<file path="config.mk">
export PLATFORM = sky130hd
export DESIGN_NAME = output_drain_buffer
export DESIGN_NICKNAME = d
export VERILOG_FILES = /design/src/rtl/output_drain_buffer.sv
export SDC_FILE = /design/constraint.sdc
export NUM_CORES = 2
export LEC_CHECK = 0
export CORE_AREA = 2 2 243 485
export CTS_CLUSTER_SIZE = 24
export DETAILED_ROUTE_END_ITERATION = 7
export DIE_AREA = 0 0 245 487
export PLACE_DENSITY = 0.6
export SLEW_MARGIN = 40
export SYNTH_ARGS = -nofsm -noshare
export SYNTH_HDL_FRONTEND = slang
export SYNTH_SLANG_ARGS = --single-unit
</file>
<file path="constraint.sdc">
create_clock -name clk -period 5.7 [get_ports clk]
set_input_delay 0.855 -clock clk [delete_from_list [all_inputs] [get_ports clk]]
set_output_delay 0.855 -clock clk [all_outputs]
set_load 0.05 [all_outputs]
</file>
<file path="src/rtl/output_drain_buffer.sv">
// output_drain_buffer
// Captures finished output pixels from the MAC datapath into a small show-ahead
// FIFO and drains them to a consumer over valid/ready. hold is an almost-full
// warning for the upstream issue logic. The block also tracks end-of-layer
// completion by tagging the final pixel of the layer.
module output_drain_buffer #(
    parameter int DATA_WIDTH         = 32,
    parameter int FIFO_DEPTH         = 8,
    parameter int HOLD_MARGIN        = 2,
    parameter int FEATURE_MAP_WIDTH  = 1024,
    parameter int FEATURE_MAP_HEIGHT = 1024,
    parameter int OUTPUT_NB_CHANNELS = 64
) (
    input  logic                          clk,
    input  logic                          arst_n_in,
    input  logic                          start,
    input  logic                          in_valid,
    input  logic [DATA_WIDTH-1:0]         in_data,
    input  logic [31:0]                   in_x,
    input  logic [31:0]                   in_y,
    input  logic [31:0]                   in_ch,
    output logic                          hold,
    output logic                          out_valid,
    input  logic                          out_ready,
    output logic [DATA_WIDTH-1:0]         out_data,
    output logic [31:0]                   out_x,
    output logic [31:0]                   out_y,
    output logic [31:0]                   out_ch,
    output logic                          out_last,
    output logic [$clog2(FIFO_DEPTH):0]   fill_level,
    output logic                          overflow,
    output logic                          done
);

    localparam int PW = $clog2(FIFO_DEPTH);
    localparam int CW = PW + 1;

    localparam logic [CW-1:0] DEPTH_C  = CW'(FIFO_DEPTH);
    localparam logic [CW-1:0] MARGIN_C = CW'(HOLD_MARGIN);
    localparam logic [31:0]   TOTAL    = 32'(FEATURE_MAP_WIDTH * FEATURE_MAP_HEIGHT * OUTPUT_NB_CHANNELS);

    typedef enum logic [1:0] {
        S_IDLE   = 2'd0,
        S_ACTIVE = 2'd1,
        S_DONE   = 2'd2
    } state_e;

    state_e                 state_q, state_d;
    logic [PW-1:0]          wr_ptr_q, wr_ptr_d;
    logic [PW-1:0]          rd_ptr_q, rd_ptr_d;
    logic [CW-1:0]          fill_q, fill_d;
    logic [31:0]            push_cnt_q, push_cnt_d;
    logic                   overflow_q, overflow_d;

    // Entry storage, one slot per FIFO position.
    logic [DATA_WIDTH-1:0]  data_mem_q [FIFO_DEPTH];
    logic [31:0]            x_mem_q    [FIFO_DEPTH];
    logic [31:0]            y_mem_q    [FIFO_DEPTH];
    logic [31:0]            ch_mem_q   [FIFO_DEPTH];
    logic [FIFO_DEPTH-1:0]  last_mem_q;

    logic                   pop_s;
    logic                   push_s;
    logic                   drop_s;
    logic                   start_ok_s;
    logic                   last_tag_s;

    // Handshake qualifiers. Push is allowed into a full FIFO when the head
    // leaves in the same cycle; otherwise a pixel arriving at full is dropped.
    assign out_valid  = (fill_q != {CW{1'b0}}) && (state_q != S_IDLE);
    assign pop_s      = out_valid && out_ready;
    assign push_s     = (state_q == S_ACTIVE) && in_valid && ((fill_q < DEPTH_C) || pop_s);
    assign drop_s     = (state_q == S_ACTIVE) && in_valid && (fill_q == DEPTH_C) && !pop_s;
    assign start_ok_s = start && (state_q != S_ACTIVE);
    assign last_tag_s = (push_cnt_q == (TOTAL - 32'd1));

    // Show-ahead head entry and status outputs.
    assign out_data   = data_mem_q[rd_ptr_q];
    assign out_x      = x_mem_q[rd_ptr_q];
    assign out_y      = y_mem_q[rd_ptr_q];
    assign out_ch     = ch_mem_q[rd_ptr_q];
    assign out_last   = last_mem_q[rd_ptr_q];
    assign fill_level = fill_q;
    assign overflow   = overflow_q;
    assign done       = (state_q == S_DONE);
    assign hold       = (state_q != S_IDLE) && ((DEPTH_C - fill_q) <= MARGIN_C);

    // Layer state machine: next-state decode.
    always_comb begin
        state_d = state_q;
        case (state_q)
            S_IDLE: begin
                if (start) begin
                    state_d = S_ACTIVE;
                end else begin
                    state_d = S_IDLE;
                end
            end
            S_ACTIVE: begin
                if (pop_s && out_last) begin
                    state_d = S_DONE;
                end else begin
                    state_d = S_ACTIVE;
                end
            end
            S_DONE: begin
                if (start) begin
                    state_d = S_ACTIVE;
                end else begin
                    state_d = S_DONE;
                end
            end
            default: begin
                state_d = S_IDLE;
            end
        endcase
    end

    // Pointer, occupancy, pixel counter and overflow next-state logic.
    always_comb begin
        wr_ptr_d   = wr_ptr_q;
        rd_ptr_d   = rd_ptr_q;
        fill_d     = fill_q;
        push_cnt_d = push_cnt_q;
        overflow_d = overflow_q;

        if (push_s) begin
            wr_ptr_d = wr_ptr_q + PW'(1'b1);
        end else begin
            wr_ptr_d = wr_ptr_q;
        end

        if (pop_s) begin
            rd_ptr_d = rd_ptr_q + PW'(1'b1);
        end else begin
            rd_ptr_d = rd_ptr_q;
        end

        case ({push_s, pop_s})
            2'b10:   fill_d = fill_q + CW'(1'b1);
            2'b01:   fill_d = fill_q - CW'(1'b1);
            default: fill_d = fill_q;
        endcase

        // push_cnt saturates at TOTAL so extra pixels never re-tag last.
        if (start_ok_s) begin
            push_cnt_d = 32'd0;
        end else if (push_s && (push_cnt_q != TOTAL)) begin
            push_cnt_d = push_cnt_q + 32'd1;
        end else begin
            push_cnt_d = push_cnt_q;
        end

        if (start_ok_s) begin
            overflow_d = 1'b0;
        end else if (drop_s) begin
            overflow_d = 1'b1;
        end else begin
            overflow_d = overflow_q;
        end
    end

    // Control state registers; reset empties the FIFO immediately.
    always_ff @(posedge clk or negedge arst_n_in) begin
        if (!arst_n_in) begin
            state_q    <= S_IDLE;
            wr_ptr_q   <= {PW{1'b0}};
            rd_ptr_q   <= {PW{1'b0}};
            fill_q     <= {CW{1'b0}};
            push_cnt_q <= 32'd0;
            overflow_q <= 1'b0;
        end else begin
            state_q    <= state_d;
            wr_ptr_q   <= wr_ptr_d;
            rd_ptr_q   <= rd_ptr_d;
            fill_q     <= fill_d;
            push_cnt_q <= push_cnt_d;
            overflow_q <= overflow_d;
        end
    end

    // Entry storage write; cleared on reset so the head reads as zero.
    always_ff @(posedge clk or negedge arst_n_in) begin
        if (!arst_n_in) begin
            for (int i = 0; i < FIFO_DEPTH; i++) begin
                data_mem_q[i] <= {DATA_WIDTH{1'b0}};
                x_mem_q[i]    <= 32'd0;
                y_mem_q[i]    <= 32'd0;
                ch_mem_q[i]   <= 32'd0;
            end
            last_mem_q <= {FIFO_DEPTH{1'b0}};
        end else if (push_s) begin
            data_mem_q[wr_ptr_q] <= in_data;
            x_mem_q[wr_ptr_q]    <= in_x;
            y_mem_q[wr_ptr_q]    <= in_y;
            ch_mem_q[wr_ptr_q]   <= in_ch;
            last_mem_q[wr_ptr_q] <= last_tag_s;
        end else begin
            last_mem_q <= last_mem_q;
        end
    end

endmodule

</file>
# After elaboration in Yosys (flattened, before gate mapping)
# Index checks and enable logic that the tools add are counted.
[word_totals]
register_bits = 1077
output_inout_bits = 137
in_bits = 133
[op_classes]
order_cmp = 8
addsub = 6
bitwise_logic = 2
muxes = 32
reduce_logical = 20
eq_ne = 8
[ops]
columns = ["cell", "count"]
rows = [
  ["$bwmux W256", 4],
  ["$bmux W32 S3", 4],
  ["$mux W32", 11],
  ["$demux W32 S3", 1],
  ["$add A32 B1 Y32 const B", 1],
  ["$eq A32 B26 Y1 const B", 1],
  ["$ne A32 B27 Y1 const B", 1],
  ["$logic_and A1 B1 Y1", 12],
  ["$bwmux W8", 1],
  ["$ge A4 B4 Y1 const B", 2],
  ["$lt A3 B4 Y1 const B", 2],
  ["$not A3 Y4", 2],
  ["$pmux W4 S2", 1],
  ["$reduce_bool A2 Y1", 4],
  ["$add A3 B1 Y3 const B", 2],
  ["$pmux W2 S3", 1],
  ["$mux W1", 5],
  ["$add A4 B1 Y4 const B", 1],
  ["$eq A2 B1 Y1 const B", 2],
  ["$eq A2 B2 Y1 const B", 2],
  ["$eq A4 B4 Y1 const B", 1],
  ["$le A4 B2 Y1 const B", 1],
  ["$lt A4 B1 Y1 const B", 1],
  ["$lt A4 B4 Y1 const B", 1],
  ["11 further kinds", 12],
]

# Depth between registers and ports, before layout
[depth]
depth_word = 8
depth_mapped = 12

# Worst setup path after synthesis
# No wires, ideal clock.
[synth_path]
kind = "register -> output"
from = "reg fill_q[0], in the netlist fill_level[0]"
to = "out hold"
path_slack_ps = 2721
arrival_time_ps = 2124
required_ps = 4845
stages_incl_launch_ff = 8
path_cell_list = "dfrtp_1 -> inv_1 -> ha_1 -> nor2b_1 -> o21ai_0 -> a21oi_1 -> a41oi_1 -> nor2_1"
[synth_between]
elab_chain_len = 3
[synth_rtl]
columns = ["item", "line_no", "text"]
rows = [
  ["start: declaration", "51", "logic [CW-1:0] fill_q, fill_d;"],
  ["start signal: assignment", "169", "fill_q <= {CW{1'b0}};"],
  ["start signal: assignment", "176", "fill_q <= fill_d;"],
  ["$sub A4 B4 Y4", "86", "assign hold = (state_q != S_IDLE) && ((DEPTH_C - fill_q) <= MARGIN_C);"],
  ["$le A4 B2 Y1", "86", ""],
  ["$logic_and A1 B1 Y1", "86", ""],
  ["end: declaration", "22", "output logic hold,"],
]
# No other way between the ends.

# Worst setup path after layout
[layout_path]
from = "reg rd_ptr_q[0]"
to = "out out_ch[4]"
[layout_between]
elab_chain_len = 4
[layout_rtl]
columns = ["item", "line_no", "text"]
rows = [
  ["start: declaration", "50", "logic [PW-1:0] rd_ptr_q, rd_ptr_d;"],
  ["start signal: assignment", "168", "rd_ptr_q <= {PW{1'b0}};"],
  ["start signal: assignment", "175", "rd_ptr_q <= rd_ptr_d;"],
  ["$not A3 Y4 (not written as such)", "81", "assign out_ch = ch_mem_q[rd_ptr_q];"],
  ["$bmux W32 S3", "81", ""],
  ["$mux W32 (not written as such) (2 in a row)", "81", ""],
  ["end: declaration", "28", "output logic [31:0] out_ch,"],
]
# No other way between the ends. The select of a mux whose other input is x is not followed.

==> summary.txt <==
STA
  • Pins over their slew limit: 0
  • Fin crit share: 79.2%
  • Setup TNS: 0 ns
  • Hold Fails Final Rpt: 0
  • RSZ-0062 raised after global routing: no
  • Actual slew at the worst max-slew pin: 0.861 ns
  • # setup viols final: 0
  • Worst Slack Setup Final: 1.18 ns
  • Max Clock Freq: 221 MHz
  • Setup Skew: 0.0263 ns
  • Crit path time final: 4.52 ns
  • Worst slew margin: 42.6%

Yosys
  • Largest family of logic cells by synthesized area: multiplexers
  • Post-synth EDFFs: 0
  • Synthesized area: 0.0482 mm²
  • Mux cell area share after synthesis: 39.1%
  • Mean post-synth cell area: 16.5 µm²
  • Post-synth top flop: dfrtp_1
  • Compound-Gate Fraction of Synth Area: 0.644%
  • Syn_nets: 3064
  • Top cells by area, synth: dfrtp_1 56%, mux2_2 27%, mux4_2 12%, buf_2 1.2%, clkbuf_1 0.40%
  • Most numerous cell in the Yosys netlist: mux2_2
  • Yosys warnings: 0
  • Post-Synth Adder-Cell Area: 0.234%
  • Synth top area share: 55.9%
  • Sequential-to-total area share from yosys stat: 55.9%
  • Post-Synth XOR/XNOR Area: 0.436%
  • Unique cell type count in the Yosys netlist: 50
  • Post-synthesis simple-gate area fraction: 1.66%
  • Synth area leader: dfrtp_1
  • Synth cell count leaders: 1155 x mux2_2, 1077 x dfrtp_1, 258 x mux4_2, 117 x buf_2, 51 x clkbuf_1
  • Post-synthesis cell count: 2922
  • Yosys reg bits: 1077
  • Ys async rst share: 100%

Worst setup path
  • Crit path kind: reg2out
  • R2R cell count: 6
  • Critical Path Source Type: flop
  • WP data required: 4.85 ns
  • Critical Path AT: 3.66 ns
  • R2r endpoint: x_mem_q[172]$_DFFE_PN0P_
  • Endpoint type of the worst setup path: primary output
  • R2r startpoint: fill_level[3]$_DFFE_PN0P_
  • Worst Path Max Fanout: 66
  • Crit path from: rd_ptr_q[0]$_DFFE_PN0P_
  • CP endpoint: out_ch[4]
  • R2R Setup Slk: 2.84 ns

Power
  • Final total power: 0.0375 W
  • P_leak: 24.1 nW
  • Worst VDD drop: 0.000526 V
  • PD cells: 665 mW/mm²

Die
  • Initial Util: 41.6%
  • Die Wd: 245 µm
  • Core Box Area: 0.116 mm²
  • I/O Pins: 270
  • FP Rows: 177
  • Die area: 0.119 mm²
  • Die Span Y: 487 µm

Place
  • Final HPWL DP: 62.7 mm
  • Area post-placement: 0.0529 mm²
  • # port buffers: 269
  • Routability cong.: 0.725
  • Setup WS pre-CTS: 1.82 ns

Global routing
  • Gr ovfl total: 0
  • Largest net degree at the start of global routing: 130
  • Total GRT Usage: 18.9%
  • Vias in the first global route: 28703
  • Number of antenna violations at the first check in global routing: 23
  • First-pass GRT wire length: 175 mm

Min path
  • Hold Path Class: in2async

Clock network
  • Htree depth: 3
  • CTS clk-pin slew, worst paths: 0.06 ns
  • Clock buffer count from CTS: 101
  • Resize count post-CTS: 0
  • Hold Buf Count CTS: 0
  • CTS max path bufs: 3
  • Clock Sinks: 1077
  • Skew-Pair Late Insertion Delay: 0.70 ns
  • Root buffer cell: clkbuf_16
  • Post CTS Setup Buffer Count: 0
  • TritonCTS clock tree: yes

Routing
  • Residual DRC: 0
  • Vias: 26354
  • Avg Vias per Cell: 5.52
  • Post-route ant nets: 0
  • Final WL: 111 mm
  • Initial drt markers: 1109
  • Router iterations before antenna repair: 4
  • Drt wl/cell: 23.2 µm

Layout
  • Area delta synth->final: 16.9%
  • Final Core Density: 48.7%
  • Final net count: 3306
  • Layout fillers: 9801
  • Design Area, Final: 0.0564 mm²
  • Share of post-route cells with drive strength above 1: 51.3%

Run
  • Max Cap Viol: 0

Status
  • Status: finished, final reports clean
[critical path: stages (launching register included)]
cell	delay [ns]
dfrtp_4	0.78
buf_12	0.51
mux4_2	0.57
mux2_2	0.28
clkdlybuf4s50_1	0.77
[power breakdown]
part,internal (W),switching (W),leakage [nW]
sequential,0.0112,0.00193,13.5
clock,0.00409,0.00297,1.73
combinational,0.00869,0.00864,8.90
[state kept, by name, summed over array words and instances (netlist names)]
signal,cells
data_mem_q,256
overflow,1
ch_mem_q,256
x_mem_q,256
fill_level,4
rd_ptr_q,3
push_cnt_q,32
y_mem_q,256
last_mem_q,8
wr_ptr_q,3
state_q,2
[worst min-delay path by stage]
stage,startpoint,endpoint,cells after the start
after floorplan,last_mem_q[6]$_DFFE_PN0P_,last_mem_q[6]$_DFFE_PN0P_,2
after global placement,last_mem_q[7]$_DFFE_PN0P_,last_mem_q[7]$_DFFE_PN0P_,2
after detailed placement,last_mem_q[7]$_DFFE_PN0P_,last_mem_q[7]$_DFFE_PN0P_,2
after CTS,arst_n_in,data_mem_q[50]$_DFFE_PN0P_,1
after global routing,arst_n_in,data_mem_q[109]$_DFFE_PN0P_,1
final,arst_n_in,data_mem_q[109]$_DFFE_PN0P_,1
[logic make-up (layout without fill, tap and decap cells)]
kind of cell    after synthesis  in the layout
xor+xnor                     24             24
fa+ha+maj                     9              9
buf+inv                     210            536
other cells                   0              6
simple gates                136            136
flops                      1077           1077
compound gates               48             48
mux                        1418           1418
[layout by cell type (no fill, tap or decap), types with 3 or more instances in the layout]
cell and instances:
mux2_2 1155, dfrtp_1 1074, clkdlybuf4s50_1 268, mux4_2 258
clkbuf_16 102, buf_4 35, buf_12 28, nand2_1 27
nor2_1 26, clkbuf_8 26, clkinv_2 20, clkbuf_1 20
xor2_1 16, nand3_1 16, inv_1 14, o21ai_0 13
a21oi_1 12, nand4_1 12, bufinv_16 10, or3_1 9
ha_1 9, nor4_1 8, xnor2_1 8, diode_2 6
nand2b_1 5, nor2b_1 5, mux2i_1 5, nor3_1 4
o31ai_1 4, or4_1 4, nor4_4 3, o311ai_0 3
o41ai_1 3, clkinv_8 3, dfrtp_4 3
[area by class of cell]
class | instances | area (µm²) | share of cell area [%]
Timing Repair Buffer | 334 | 3580 | 6.34
Inverter | 15 | 56.3 | 0.0999
Multi-Input combinational cell | 1635 | 20400 | 36.1
Clock inverter | 39 | 499 | 0.886
Tap cell | 1521 | 1900 | 3.38
Sequential cell | 1077 | 27000 | 47.8
Antenna cell | 6 | 15.0 | 0.0266
Clock buffer | 148 | 2990 | 5.30
[stage by stage]
step,instances,hold WS (ns)
after global routing,4770,0.0751
after detailed placement,4582,0.466
after CTS,4769,0.0312
after global placement,4578,0.459
final,4775,0.0728
after floorplan,2922,0.445
[per-layer routing]
| metal | share of wire [%] | track usage, % | up-vias |
|---|---|---|---|
| met5 | 0.21 | 0 | - |
| met4 | 1.7 | 4.90 | 38 |
| met3 | 6.4 | 5.20 | 146 |
| met2 | 47 | 30.1 | 443 |
| met1 | 45 | 25.6 | 14258 |
| li1 | - | - | 11469 |
Note: power is estimated with default switching activity, not from simulation.
